$ cat src/rtl/branch_pred_pkg.sv
// Shared branch-prediction types and the history restore computation used by
// both the checkpoint queue and the global history register.
package branch_pred_pkg;

  localparam int unsigned GHR_BITS = 2;

  typedef struct packed {
    logic [GHR_BITS-1:0] history;
    logic                predTaken;
  } checkpoint_t;

  // New outcome enters at the MSB and the history shifts toward the LSB.
  function automatic logic [GHR_BITS-1:0] restore_history(
    input logic [GHR_BITS-1:0] history,
    input logic                taken
  );
    return GHR_BITS'({taken, history} >> 1);
  endfunction

endpackage

$ cat src/rtl/checkpoint_fifo.sv
// Circular checkpoint storage with separate occupancy count and a synchronous
// flush that empties the queue by snapping head to tail.
module checkpoint_fifo #(
  parameter  int unsigned W     = 3,
  parameter  int unsigned DEPTH = 4,
  localparam int unsigned PW    = $clog2(DEPTH),
  localparam int unsigned CW    = $clog2(DEPTH + 1)
) (
  input  logic          clk,
  input  logic          rst_n,
  input  logic          push,
  input  logic [W-1:0]  push_data,
  input  logic          pop,
  input  logic          flush,
  output logic [W-1:0]  head_data,
  output logic [CW-1:0] count
);

  logic [W-1:0]  mem_q [DEPTH];
  logic [PW-1:0] head_q, head_d;
  logic [PW-1:0] tail_q, tail_d;
  logic [CW-1:0] count_q, count_d;

  always_comb begin
    head_d  = head_q;
    tail_d  = tail_q;
    count_d = count_q;
    if (flush) begin
      head_d  = tail_q;
      count_d = '0;
    end else begin
      if (push) tail_d = tail_q + PW'(1);
      if (pop)  head_d = head_q + PW'(1);
      case ({push, pop})
        2'b10:   count_d = count_q + CW'(1);
        2'b01:   count_d = count_q - CW'(1);
        default: count_d = count_q;
      endcase
    end
  end

  always_ff @(posedge clk or negedge rst_n) begin
    if (!rst_n) begin
      head_q  <= '0;
      tail_q  <= '0;
      count_q <= '0;
    end else begin
      head_q  <= head_d;
      tail_q  <= tail_d;
      count_q <= count_d;
    end
  end

  always_ff @(posedge clk) begin
    if (push && !flush) mem_q[tail_q] <= push_data;
  end

  assign head_data = mem_q[head_q];
  assign count     = count_q;

endmodule

$ cat src/rtl/branch_history_checkpoint.sv
// Branch history checkpoint queue: compares in-order resolutions against the
// stored predictions and emits the corrected history on a mispredict.
module branch_history_checkpoint
  import branch_pred_pkg::*;
#(
  parameter  int unsigned HIST_BITS = 2,
  parameter  int unsigned DEPTH     = 4,
  localparam int unsigned CW        = $clog2(DEPTH + 1)
) (
  input  logic                 clk,
  input  logic                 reset,
  input  logic                 predictValid,
  input  logic                 predictTaken,
  input  logic [HIST_BITS-1:0] historyIn,
  output logic                 predictReady,
  input  logic                 resolveValid,
  input  logic                 resolveTaken,
  output logic                 restoreValid,
  output logic [HIST_BITS-1:0] restoreHistory,
  output logic [CW-1:0]        count,
  output logic                 resolveError
);

  logic [HIST_BITS:0]   head_entry;
  logic [HIST_BITS-1:0] corrected;
  logic                 push, pop, mispredict, empty;

  logic                 restore_valid_q, restore_valid_d;
  logic [HIST_BITS-1:0] restore_history_q, restore_history_d;
  logic                 resolve_error_q, resolve_error_d;

  assign predictReady = (count != CW'(DEPTH));
  assign empty        = (count == '0);
  assign pop          = resolveValid && !empty;
  assign mispredict   = pop && (resolveTaken != head_entry[0]);
  // A push alongside a mispredict is on the wrong path and is dropped.
  assign push         = predictValid && predictReady && !mispredict;

  checkpoint_fifo #(
    .W     (HIST_BITS + 1),
    .DEPTH (DEPTH)
  ) u_fifo (
    .clk       (clk),
    .rst_n     (reset),
    .push      (push),
    .push_data ({historyIn, predictTaken}),
    .pop       (pop),
    .flush     (mispredict),
    .head_data (head_entry),
    .count     (count)
  );

  generate
    if (HIST_BITS == GHR_BITS) begin : g_shared_restore
      checkpoint_t head_cp;
      assign head_cp   = head_entry;
      assign corrected = restore_history(head_cp.history, resolveTaken);
    end else begin : g_local_restore
      assign corrected = HIST_BITS'({resolveTaken, head_entry[HIST_BITS:1]} >> 1);
    end
  endgenerate

  always_comb begin
    restore_valid_d   = mispredict;
    restore_history_d = restore_history_q;
    resolve_error_d   = resolve_error_q;
    if (mispredict) restore_history_d = corrected;
    if (resolveValid && empty) resolve_error_d = 1'b1;
  end

  always_ff @(posedge clk or negedge reset) begin
    if (!reset) begin
      restore_valid_q   <= 1'b0;
      restore_history_q <= '0;
      resolve_error_q   <= 1'b0;
    end else begin
      restore_valid_q   <= restore_valid_d;
      restore_history_q <= restore_history_d;
      resolve_error_q   <= resolve_error_d;
    end
  end

  assign restoreValid   = restore_valid_q;
  assign restoreHistory = restore_history_q;
  assign resolveError   = resolve_error_q;

endmodule

$ cat config.mk
export PLATFORM = sky130hd
export DESIGN_NAME = branch_history_checkpoint
export DESIGN_NICKNAME = d
export VERILOG_FILES = /design/src/rtl/branch_pred_pkg.sv /design/src/rtl/checkpoint_fifo.sv /design/src/rtl/branch_history_checkpoint.sv
export SDC_FILE = /design/constraint.sdc
export NUM_CORES = 1
export LEC_CHECK = 0
export ABC_AREA = 1
export CORE_MARGIN = 2
export CORE_UTILIZATION = 53
export DETAILED_ROUTE_END_ITERATION = 10
export PLACE_DENSITY = 0.78
export SLEW_MARGIN = 15
export SYNTH_ARGS = -nofsm -noshare
export SYNTH_HDL_FRONTEND = slang
export SYNTH_HIERARCHICAL = 1
export SYNTH_SLANG_ARGS = --single-unit
$ cat constraint.sdc
create_clock -name clk -period 3.2 [get_ports clk]
set_clock_uncertainty 0.2 [all_clocks]
set_input_delay 0.96 -clock clk [delete_from_list [all_inputs] [get_ports clk]]
set_output_delay 0.96 -clock clk [all_outputs]
set_load 0.01 [all_outputs]
==> impl_metrics.env <==
export IMPL_overflow=0
export IMPL_gr_usage_all_layers_pct=17.3
export IMPL_maxClockFrequency_mhz=363
export IMPL_critPathCaptureType="flop"
export IMPL_drt_vias_per_instance=4.68
export IMPL_rsz0062_at_grt="no"
export IMPL_hold_class="flop to flop"
export IMPL_syn_num_nets=122
export IMPL_grt_util_met1_pct=21.1
export IMPL_power_density_nw_per_um2=877
export IMPL_drv_cap=0
export IMPL_portBuffers=14
export IMPL_setup_slack_ns=0.446
export IMPL_layout_drive_gt1_share_pct=14.2
export IMPL_gp_congestion=0.700
export IMPL_grt_max_degree=12
export IMPL_drcViolationCount=0
export IMPL_firstDrtPassIters=4
export IMPL_crit_required_ns=3.20
export IMPL_post_cts_buffers=0
export IMPL_via_count=711
export IMPL_drt_iter0_drc=13
export IMPL_drtAntennaViolNets=0
export IMPL_diodes=0
export IMPL_slew_headroom_pct=66.8
export IMPL_dieArea_um2=2230
export IMPL_cts_buffers=3
export IMPL_syn_area_um2=992
export IMPL_clkTransAtPathRegs_ns=0.11
export IMPL_cts_resized=0
export IMPL_critPathArrivalTime_ns=2.75
export IMPL_row_count=15
export IMPL_coreArea_um2=1750
export IMPL_die_x_um=47.3
export IMPL_finalSetupViolCount=0
export IMPL_final_common_cell="nand2_1"
export IMPL_status="finished clean"
export IMPL_final_util_pct=68.4
export IMPL_slew_viol_final=0
export IMPL_path_class="input port to flop"
export IMPL_final_setup_tns_ns=0
export IMPL_cts_sinks=19
export IMPL_layout_common_cells="26 x nand2_1, 17 x inv_1, 14 x clkdlybuf4s50_1"
export IMPL_htreeDepth=1
export IMPL_vdd_drop_max_mv=0.492
export IMPL_post_place_ws_ns=0.139
export IMPL_initial_core_util_pct=56.8
export IMPL_ios=16
export IMPL_syn_avg_cell_area_um2=9.10
export IMPL_startpoint_type="input port"
export IMPL_clockRootBuffer="clkbuf_4"
export IMPL_routed_wl_um=1560
export IMPL_hold_viol_final=0
export IMPL_grt_pass1_wl_um=2680
export IMPL_fp_dieH_um=47.3
export IMPL_finalCriticalPeriod_ns=2.75
export IMPL_area_growth_pct=20.3
export IMPL_cts_hold_buffers_added=0
export IMPL_antenna_found_initial=0
export IMPL_clock_latency_ns=0.29
export IMPL_fin_crit_sh_pct=86.1
export IMPL_met2_usage_pct=29.7
export IMPL_finalNetCount=141
export IMPL_post_dp_hpwl_um=1230
export IMPL_leakage_nw=0.572
export IMPL_grt_use_met3_pct=2.31
export IMPL_worst_path_max_fanout=4
export IMPL_grt_pass1_vias=668
export IMPL_netlist_instances=109
export IMPL_worst_pin_slew_ns=0.496
export IMPL_routedWlPerCell_um=10.2
export IMPL_ctsLongestPathBuffers=2
export IMPL_synth_warnings=6
export IMPL_grt_busiest_layer="met2"
export IMPL_tritoncts="built"
where the power goes:
| part | total [mW] | internal (mW) | switching (mW) |
|---|---|---|---|
| Clock | 0.119 | 0.0464 | 0.0724 |
| Combinational | 0.523 | 0.221 | 0.302 |
| Sequential | 0.405 | 0.336 | 0.0687 |
| Total | 1.05 | 0.603 | 0.443 |
per-layer routing:
metal	vias to the layer above	part of all wire (%)
li1	374	-
met1	321	45
met2	14	50
met3	2	3.9
met4	0	0.64
met5	-	0
worst max-delay path: stages:
cell             delay (ns)
clkdlybuf4s50_1        0.50
inv_1                  0.05
nand2_1                0.05
nand2_1                0.07
nand3_2                0.09
nand2_1                0.06
inv_1                  0.08
inv_2                  0.04
nand2_2                0.07
inv_1                  0.06
fa_1                   0.39
nand2_1                0.10
nand2_1                0.05
nand2_1                0.05
nand2_1                0.04
nand2_1                0.05
nand2_1                0.04
final timing paths:
check	to	slack (ns)	depth (start not counted)	start
worst max-delay path	u_fifo/count[2]	0.45	17	resolveTaken
worst min-delay path	resolveError	0.27	1	resolveError
worst max register to register	u_fifo/count[2]	0.70	19	u_fifo/head_q[0]
worst min register to register	resolveError	0.27	1	resolveError
max in group asynchronous	u_fifo/head_q[1]	1.68	1	reset
min in group asynchronous	resolveError	0.79	1	reset
state kept, by name, summed over array words and instances, names as in the netlist:
| name | flops |
|---|---|
| restoreHistory | 2 |
| restoreValid | 1 |
| u_fifo/mem_q | 8 |
| u_fifo/count | 3 |
| u_fifo/tail_q | 2 |
| u_fifo/head_q | 2 |
| resolveError | 1 |
final cells by class:
cell class,count,area [um2]
Tap cell,25,31.3
Fill cell,152,552
Timing Repair Buffer,15,148
Sequential cell,19,515
Clock buffer,3,22.5
Inverter,21,78.8
Multi-Input combinational cell,68,393
Clock inverter,1,5.00
metrics by stage:
stage | hold WS [ns] | cell area (um2) | total power [mW] | cells
floorplan | 0.306 | 992 | 0.774 | 109
global placement | 0.246 | 1170 | 0.916 | 148
detailed placement | 0.253 | 1170 | 0.942 | 148
CTS | 0.279 | 1190 | 1.06 | 152
global route | 0.293 | 1190 | 1.16 | 152
finish | 0.275 | 1190 | 1.05 | 152
Power figures use the tool's default switching activity.
